`config.mk`:
```
export PLATFORM = sky130hd
export DESIGN_NAME = pulse_run_sequencer_flat
export DESIGN_NICKNAME = d
export VERILOG_FILES = /design/src/rtl/pulse_run_sequencer_if.sv /design/src/rtl/pulse_run_sequencer.sv /design/src/flat_wrapper.sv
export SDC_FILE = /design/constraint.sdc
export NUM_CORES = 1
export LEC_CHECK = 0
export CAP_MARGIN = 20
export CORE_ASPECT_RATIO = 0.6
export CORE_MARGIN = 5
export CORE_UTILIZATION = 42
export CTS_CLUSTER_SIZE = 40
export DETAILED_ROUTE_END_ITERATION = 16
export PLACE_DENSITY_LB_ADDON = 0.3
export SLEW_MARGIN = 30
export SYNTH_ARGS = -nofsm -noshare
export SYNTH_HDL_FRONTEND = slang
export SYNTH_SLANG_ARGS = --single-unit
```
`constraint.sdc`:
```
create_clock -name clk -period 2 [get_ports clk]
set_input_delay 0.2 -clock clk [delete_from_list [all_inputs] [get_ports clk]]
set_output_delay 0.2 -clock clk [all_outputs]
set_load 0.01 [all_outputs]
```
`src/rtl/pulse_run_sequencer_if.sv`:
```
`default_nettype none
// ============================================================================
// Module   : pulse_run_sequencer_if
// Purpose  : Command handshake bundle for pulse_run_sequencer. Carries one
//            burst command (run length, gap length, repeat count) from the
//            control logic to the sequencer over a valid/ready handshake.
// Signals  : cmd_valid   - command present (master -> slave)
//            cmd_ready   - sequencer can accept (slave -> master)
//            cmd_run_len - counted cycles per burst
//            cmd_gap_len - idle cycles between bursts
//            cmd_repeat  - number of bursts minus 1
// Modports : master (control logic), slave (sequencer)
// Revision : 1.0 - initial release
// ============================================================================
interface pulse_run_sequencer_if #(
  parameter int LEN_W = 8,
  parameter int REP_W = 4
) ();
  logic             cmd_valid;
  logic             cmd_ready;
  logic [LEN_W-1:0] cmd_run_len;
  logic [LEN_W-1:0] cmd_gap_len;
  logic [REP_W-1:0] cmd_repeat;

  modport master (
    output cmd_valid, cmd_run_len, cmd_gap_len, cmd_repeat,
    input  cmd_ready
  );

  modport slave (
    input  cmd_valid, cmd_run_len, cmd_gap_len, cmd_repeat,
    output cmd_ready
  );
endinterface
`default_nettype wire

```
`src/rtl/pulse_run_sequencer.sv`:
```
`default_nettype none
// ============================================================================
// Module   : pulse_run_sequencer
// Purpose  : Initiator side of the start/stop pulse-counter protocol. Accepts
//            a burst command and drives one-cycle start/stop pulses to a
//            downstream pulse counter, repeating the burst a programmed number
//            of times. exp_count tracks the counter value cycle by cycle.
// Ports    : clk       - clock, rising edge
//            reset     - synchronous, active-high reset
//            cmd       - command handshake (pulse_run_sequencer_if.slave)
//            abort     - early termination (only with PULSE_SEQ_ABORT_EN)
//            start     - registered one-cycle start pulse
//            stop      - registered one-cycle stop pulse
//            busy      - high whenever the FSM is not idle
//            done      - one-cycle pulse at command completion
//            exp_count - modelled counter value
// Options  : define PULSE_SEQ_ABORT_EN to add the abort input.
// Revision : 1.0 - initial release
// ============================================================================
module pulse_run_sequencer #(
  parameter int DATA_WIDTH = 8,
  parameter int MAX        = 20,
  parameter int LEN_W      = 8,
  parameter int REP_W      = 4
) (
  input  wire logic                  clk,
  input  wire logic                  reset,
  pulse_run_sequencer_if.slave       cmd,
`ifdef PULSE_SEQ_ABORT_EN
  input  wire logic                  abort,
`endif
  output logic                       start,
  output logic                       stop,
  output logic                       busy,
  output logic                       done,
  output logic [DATA_WIDTH-1:0]      exp_count
);

  localparam logic [DATA_WIDTH-1:0] MAX_V = DATA_WIDTH'(MAX);

  typedef enum logic [2:0] {
    S_IDLE  = 3'd0,
    S_START = 3'd1,
    S_RUN   = 3'd2,
    S_STOP  = 3'd3,
    S_GAP   = 3'd4,
    S_DONE  = 3'd5
  } state_t;

  state_t           state;
  logic [LEN_W-1:0] run_len;
  logic [LEN_W-1:0] gap_len;
  logic [REP_W-1:0] bursts_left;
  logic [LEN_W-1:0] run_cnt;
  logic [LEN_W-1:0] gap_cnt;
  logic             abort_hit;

`ifdef PULSE_SEQ_ABORT_EN
  assign abort_hit = abort;
`else
  assign abort_hit = 1'b0;
`endif

  always_ff @(posedge clk) begin
    if (reset) begin
      state         <= S_IDLE;
      cmd.cmd_ready <= 1'b1;
      start         <= 1'b0;
      stop          <= 1'b0;
      busy          <= 1'b0;
      done          <= 1'b0;
      exp_count     <= '0;
      run_len       <= '0;
      gap_len       <= '0;
      bursts_left   <= '0;
      run_cnt       <= '0;
      gap_cnt       <= '0;
    end else begin
      start <= 1'b0;
      stop  <= 1'b0;
      done  <= 1'b0;

      // The counter sees start high during S_START and counts through S_RUN.
      if (state == S_START || state == S_RUN) begin
        exp_count <= (exp_count == MAX_V) ? '0 : exp_count + DATA_WIDTH'(1);
      end

      case (state)
        S_IDLE: begin
          if (cmd.cmd_valid) begin
            run_len       <= cmd.cmd_run_len;
            gap_len       <= cmd.cmd_gap_len;
            bursts_left   <= cmd.cmd_repeat;
            cmd.cmd_ready <= 1'b0;
            busy          <= 1'b1;
            if (cmd.cmd_run_len == '0) begin
              state <= S_DONE;
              done  <= 1'b1;
            end else begin
              state <= S_START;
              start <= 1'b1;
            end
          end
        end

        S_START: begin
          // Abort forces the coming stop to be the last one.
          if (abort_hit) bursts_left <= '0;
          if (abort_hit || run_len == LEN_W'(1)) begin
            state <= S_STOP;
            stop  <= 1'b1;
          end else begin
            // Start cycle already counted once; the stop cycle does not count.
            run_cnt <= run_len - LEN_W'(2);
            state   <= S_RUN;
          end
        end

        S_RUN: begin
          if (abort_hit) bursts_left <= '0;
          if (abort_hit || run_cnt == '0) begin
            state <= S_STOP;
            stop  <= 1'b1;
          end else begin
            run_cnt <= run_cnt - LEN_W'(1);
          end
        end

        S_STOP: begin
          if (abort_hit || bursts_left == '0) begin
            state <= S_DONE;
            done  <= 1'b1;
          end else begin
            bursts_left <= bursts_left - REP_W'(1);
            if (gap_len != '0) begin
              gap_cnt <= gap_len;
              state   <= S_GAP;
            end else begin
              state <= S_START;
              start <= 1'b1;
            end
          end
        end

        S_GAP: begin
          if (abort_hit) begin
            state <= S_DONE;
            done  <= 1'b1;
          end else if (gap_cnt == LEN_W'(1)) begin
            state <= S_START;
            start <= 1'b1;
          end else begin
            gap_cnt <= gap_cnt - LEN_W'(1);
          end
        end

        S_DONE: begin
          state         <= S_IDLE;
          busy          <= 1'b0;
          cmd.cmd_ready <= 1'b1;
        end

        default: begin
          state         <= S_IDLE;
          busy          <= 1'b0;
          cmd.cmd_ready <= 1'b1;
        end
      endcase
    end
  end

endmodule
`default_nettype wire
```
`src/flat_wrapper.sv`:
```
// flat-port wrapper written by rule: the top's interface ports become plain ports
module pulse_run_sequencer_flat 
#(
  parameter int DATA_WIDTH = 8,
  parameter int MAX        = 20,
  parameter int LEN_W      = 8,
  parameter int REP_W      = 4
)
  (clk, reset, start, stop, busy, done, exp_count, cmd_cmd_valid, cmd_cmd_run_len, cmd_cmd_gap_len, cmd_cmd_repeat, cmd_cmd_ready);
  pulse_run_sequencer_if #(.LEN_W(LEN_W), .REP_W(REP_W)) cmd_i ();
  input  wire logic clk;
  input  wire logic reset;
  output logic start;
  output logic stop;
  output logic busy;
  output logic done;
  output logic [DATA_WIDTH-1:0] exp_count;
  input wire logic [$bits(cmd_i.cmd_valid)-1:0] cmd_cmd_valid;
  input wire logic [$bits(cmd_i.cmd_run_len)-1:0] cmd_cmd_run_len;
  input wire logic [$bits(cmd_i.cmd_gap_len)-1:0] cmd_cmd_gap_len;
  input wire logic [$bits(cmd_i.cmd_repeat)-1:0] cmd_cmd_repeat;
  output wire logic [$bits(cmd_i.cmd_ready)-1:0] cmd_cmd_ready;
  assign cmd_i.cmd_valid = cmd_cmd_valid;
  assign cmd_i.cmd_run_len = cmd_cmd_run_len;
  assign cmd_i.cmd_gap_len = cmd_cmd_gap_len;
  assign cmd_i.cmd_repeat = cmd_cmd_repeat;
  assign cmd_cmd_ready = cmd_i.cmd_ready;
  pulse_run_sequencer #(.DATA_WIDTH(DATA_WIDTH), .MAX(MAX), .LEN_W(LEN_W), .REP_W(REP_W)) u_core (.clk(clk), .reset(reset), .cmd(cmd_i), .start(start), .stop(stop), .busy(busy), .done(done), .exp_count(exp_count));
endmodule
```
==> run_results.csv <==
group,metric,value,unit
sta,clock_skew,0.00519,ns
sta,grt_setup_unrepaired,"false",
cts,cts_setup_buffers,0,
run,cap_violations,0,
place,dp_hpwl,4.90,mm
yosys,syn_avg_cell_area,7.99,um^2
pwr,p_leak,1.22,nW
yosys,syn_inst,352,
cts,cts_made_buffers,5,
sta,finalHoldViolCount,0,
yosys,synthTopCellsByArea,"dfxtp_1, nand2_1, a21oi_1",
floorplan,ios,36,
yosys,synth_seq_cells,52,
drt,routed_wl,6.58,mm
place,place.gp.congestion,0.882,
floorplan,fp.coreArea,6590,um^2
drt,drtAntennaViolNets,0,
place,port_buffers,35,
floorplan,fp.dieH,73.4,um
worst_setup_path,worstPathArrival,2.10,ns
sta,tightest_slew,0.576,ns
drt,dr.pass1.iters,5,
final_layout,nets,422,
final_layout,drive_gt1_share,12.0,%
pwr,irDropWorstVdd,0.573,mV
drt,drc,0,
yosys,synth_most_common_cell,"nand2_1",
sta,slew_headroom,61.3,%
cts,cts-hold-fix-buffers,0,
sta,clock.fmax,0.527,GHz
cts,clk-insertion-delay-late,0.31,ns
cts,cts_root_buf,"clkbuf_8",
final_layout,antenna_cells,0,
cts,clock-sinks,52,
global_route,grt_max_degree,20,
sta,setup_violations,0,
worst_setup_path,cp-startpoint,"u_core.run_cnt[3]",
hold_path,worstHoldPathType,"in -> reg",
run_status,status,"finished clean",
worst_setup_path,reg2reg_to,"u_core.run_cnt[7]",
worst_setup_path,reg2reg_depth,5,
global_route,grt_first_pass_wirelength,11.1,mm
sta,post-route-period-util,94.8,%
floorplan,rows,23,
final_layout,seqCellArea,1040,um^2
drt,viasPerCell,5.26,
yosys,synth_cell_type_count,58,
final_layout,areaGrowthSynthToFinish,21.3,%
cts,cts_buffer_depth,2,
drt,drt-initial-drc-count,151,
global_route,antenna_found_initial,0,
drt,wl_per_cell,13.8,um
sta,finalMaxSlewViolations,0,
cts,tritoncts,"done",
worst_setup_path,timing.rr.start,"u_core.run_cnt[3]",
cts,cts_max_level,2,
worst_setup_path,cp-start-kind,"register",
cts,cts_resized,0,
sta,setup_tns,0,ns
global_route,overflow,0,
global_route,gr-usage-all-layers,16.4,%
yosys,synth_area,2810,um^2
floorplan,initial_core_util,42.7,%
floorplan,fp.dieW,116,um
yosys,syn_nets,384,
yosys,yosysTopAreaCellShare,37.0,%
cts,cts.clk_slew.worst_paths,0.10,ns
yosys,synthTopCellsByCount,"nand2_1, dfxtp_1, a21oi_1",
yosys,async_flop_share,0,%
worst_setup_path,cp-end-kind,"register",
drt,vias,2513,
worst_setup_path,crit_type,"reg -> reg",
sta,whs,0.425,ns
yosys,synth_ff_type,"dfxtp_1",
worst_setup_path,critPathMaxFanout,15,
global_route,grt_pass1_vias,2321,
final_layout,nFillCells,603,
worst_setup_path,r2r_slack,0.10,ns
floorplan,dieArea,8490,um^2
worst_setup_path,cp.required,2.20,ns
yosys,yosys_warnings,0,
pwr,p_per_area,1240,nW/um^2
yosys,synth_edf_count,0,
final_layout,multi_input_area,1640,um^2
yosys,ys_seq_area_share,37.0,%
yosys,synth.largest_area_cell,"dfxtp_1",
sta,finalCriticalPeriod,1.90,ns
worst_setup_path,crit_end,"u_core.run_cnt[7]",
==> worst max-delay path, cell delays in order, from the launching register on <==
cell     delay [ns]
dfxtp_1        0.37
nor4_1         0.44
and3_1         0.31
o22a_2         0.32
nor2_1         0.11
a32o_1         0.25
==> per-layer routing <==
layer / global-route usage (%) / vias up / share of wire (%)
li1: - / 1297 / -
met2: 22.6 / 68 / 39
met3: 4.03 / 5 / 6.1
met4: 3.47 / 0 / 0.70
met1: 25.3 / 1143 / 54
met5: 0 / - / 0
==> worst min path at each step <==
| stage | slack (ns) | from | to | cells after the start |
|---|---|---|---|---|
| floorplan | 0.34 | cmd_cmd_run_len[0] | u_core.run_len[0] | 2 |
| global placement | 0.46 | u_core.busy | u_core.busy | 2 |
| detailed placement | 0.47 | u_core.busy | u_core.busy | 2 |
| CTS | 0.42 | cmd_cmd_gap_len[4] | u_core.gap_len[4] | 3 |
| global route | 0.44 | cmd_cmd_gap_len[3] | u_core.gap_len[3] | 3 |
| finish | 0.43 | cmd_cmd_gap_len[4] | u_core.gap_len[4] | 3 |
==> cell usage in the layout, fill, tap and decap left out, types with 6 or more instances in the layout <==
| cell | n |
|---|---|
| clkbuf_8 | 6 |
| dfxtp_1 | 52 |
| a21oi_1 | 39 |
| xor2_1 | 7 |
| inv_1 | 12 |
| o21ai_2 | 6 |
| nor2b_1 | 6 |
| nand3_1 | 9 |
| a21oi_2 | 6 |
| buf_4 | 15 |
| clkdlybuf4s50_1 | 35 |
| xnor2_1 | 7 |
| nor2_1 | 36 |
| o21ai_0 | 9 |
| ha_1 | 9 |
| nand2_1 | 56 |
| nor3_1 | 8 |
==> power by group <==
group	internal [mW]	switching, mW	leakage (nW)
Combinational	0.873	1.09	0.738
Sequential	1.26	0.250	0.425
Clock	0.410	0.361	0.0614
Total	2.54	1.70	1.22
==> through the flow <==
step                      cell area [um^2]  setup WS, ns  util, %  instances  power (mW)
after CTS                             3410         0.119     51.8        478        4.25
after floorplan                       2810         0.251        -        352        2.93
final                                 3410         0.104     51.8        478        4.24
after detailed placement              3290         0.141     50.0        470        3.45
after global placement                3290         0.195     50.0        470        3.42
after global routing                  3410        0.0180     51.8        478        4.59
==> layout make-up <==
cell class,instances,area share [%]
Tap cell,87,3.19
Inverter,12,1.32
Clock inverter,2,1.14
Clock buffer,6,2.42
Multi-Input combinational cell,269,47.9
Sequential cell,52,30.5
Timing Repair Buffer,50,13.6
==> registers in the layout, indices dropped and copies added (netlist names), 3 cells and up <==
| name | count |
|---|---|
| u_core.state | 3 |
| u_core.exp_count | 8 |
| u_core.gap_len | 8 |
| u_core.run_len | 8 |
| u_core.run_cnt | 8 |
| u_core.bursts_left | 4 |
| u_core.gap_cnt | 8 |
==> cells by family (layout without fill, tap and decap cells) <==
group	after synthesis	after routing	synth area share [%]
compound gates	91	91	21.8
xor+xnor	14	14	4.36
fa+ha+maj	9	9	4.00
buf+inv	31	70	4.89
flops	52	52	37.0
simple gates	155	155	27.9
Note: power is estimated with default switching activity, not from simulation.
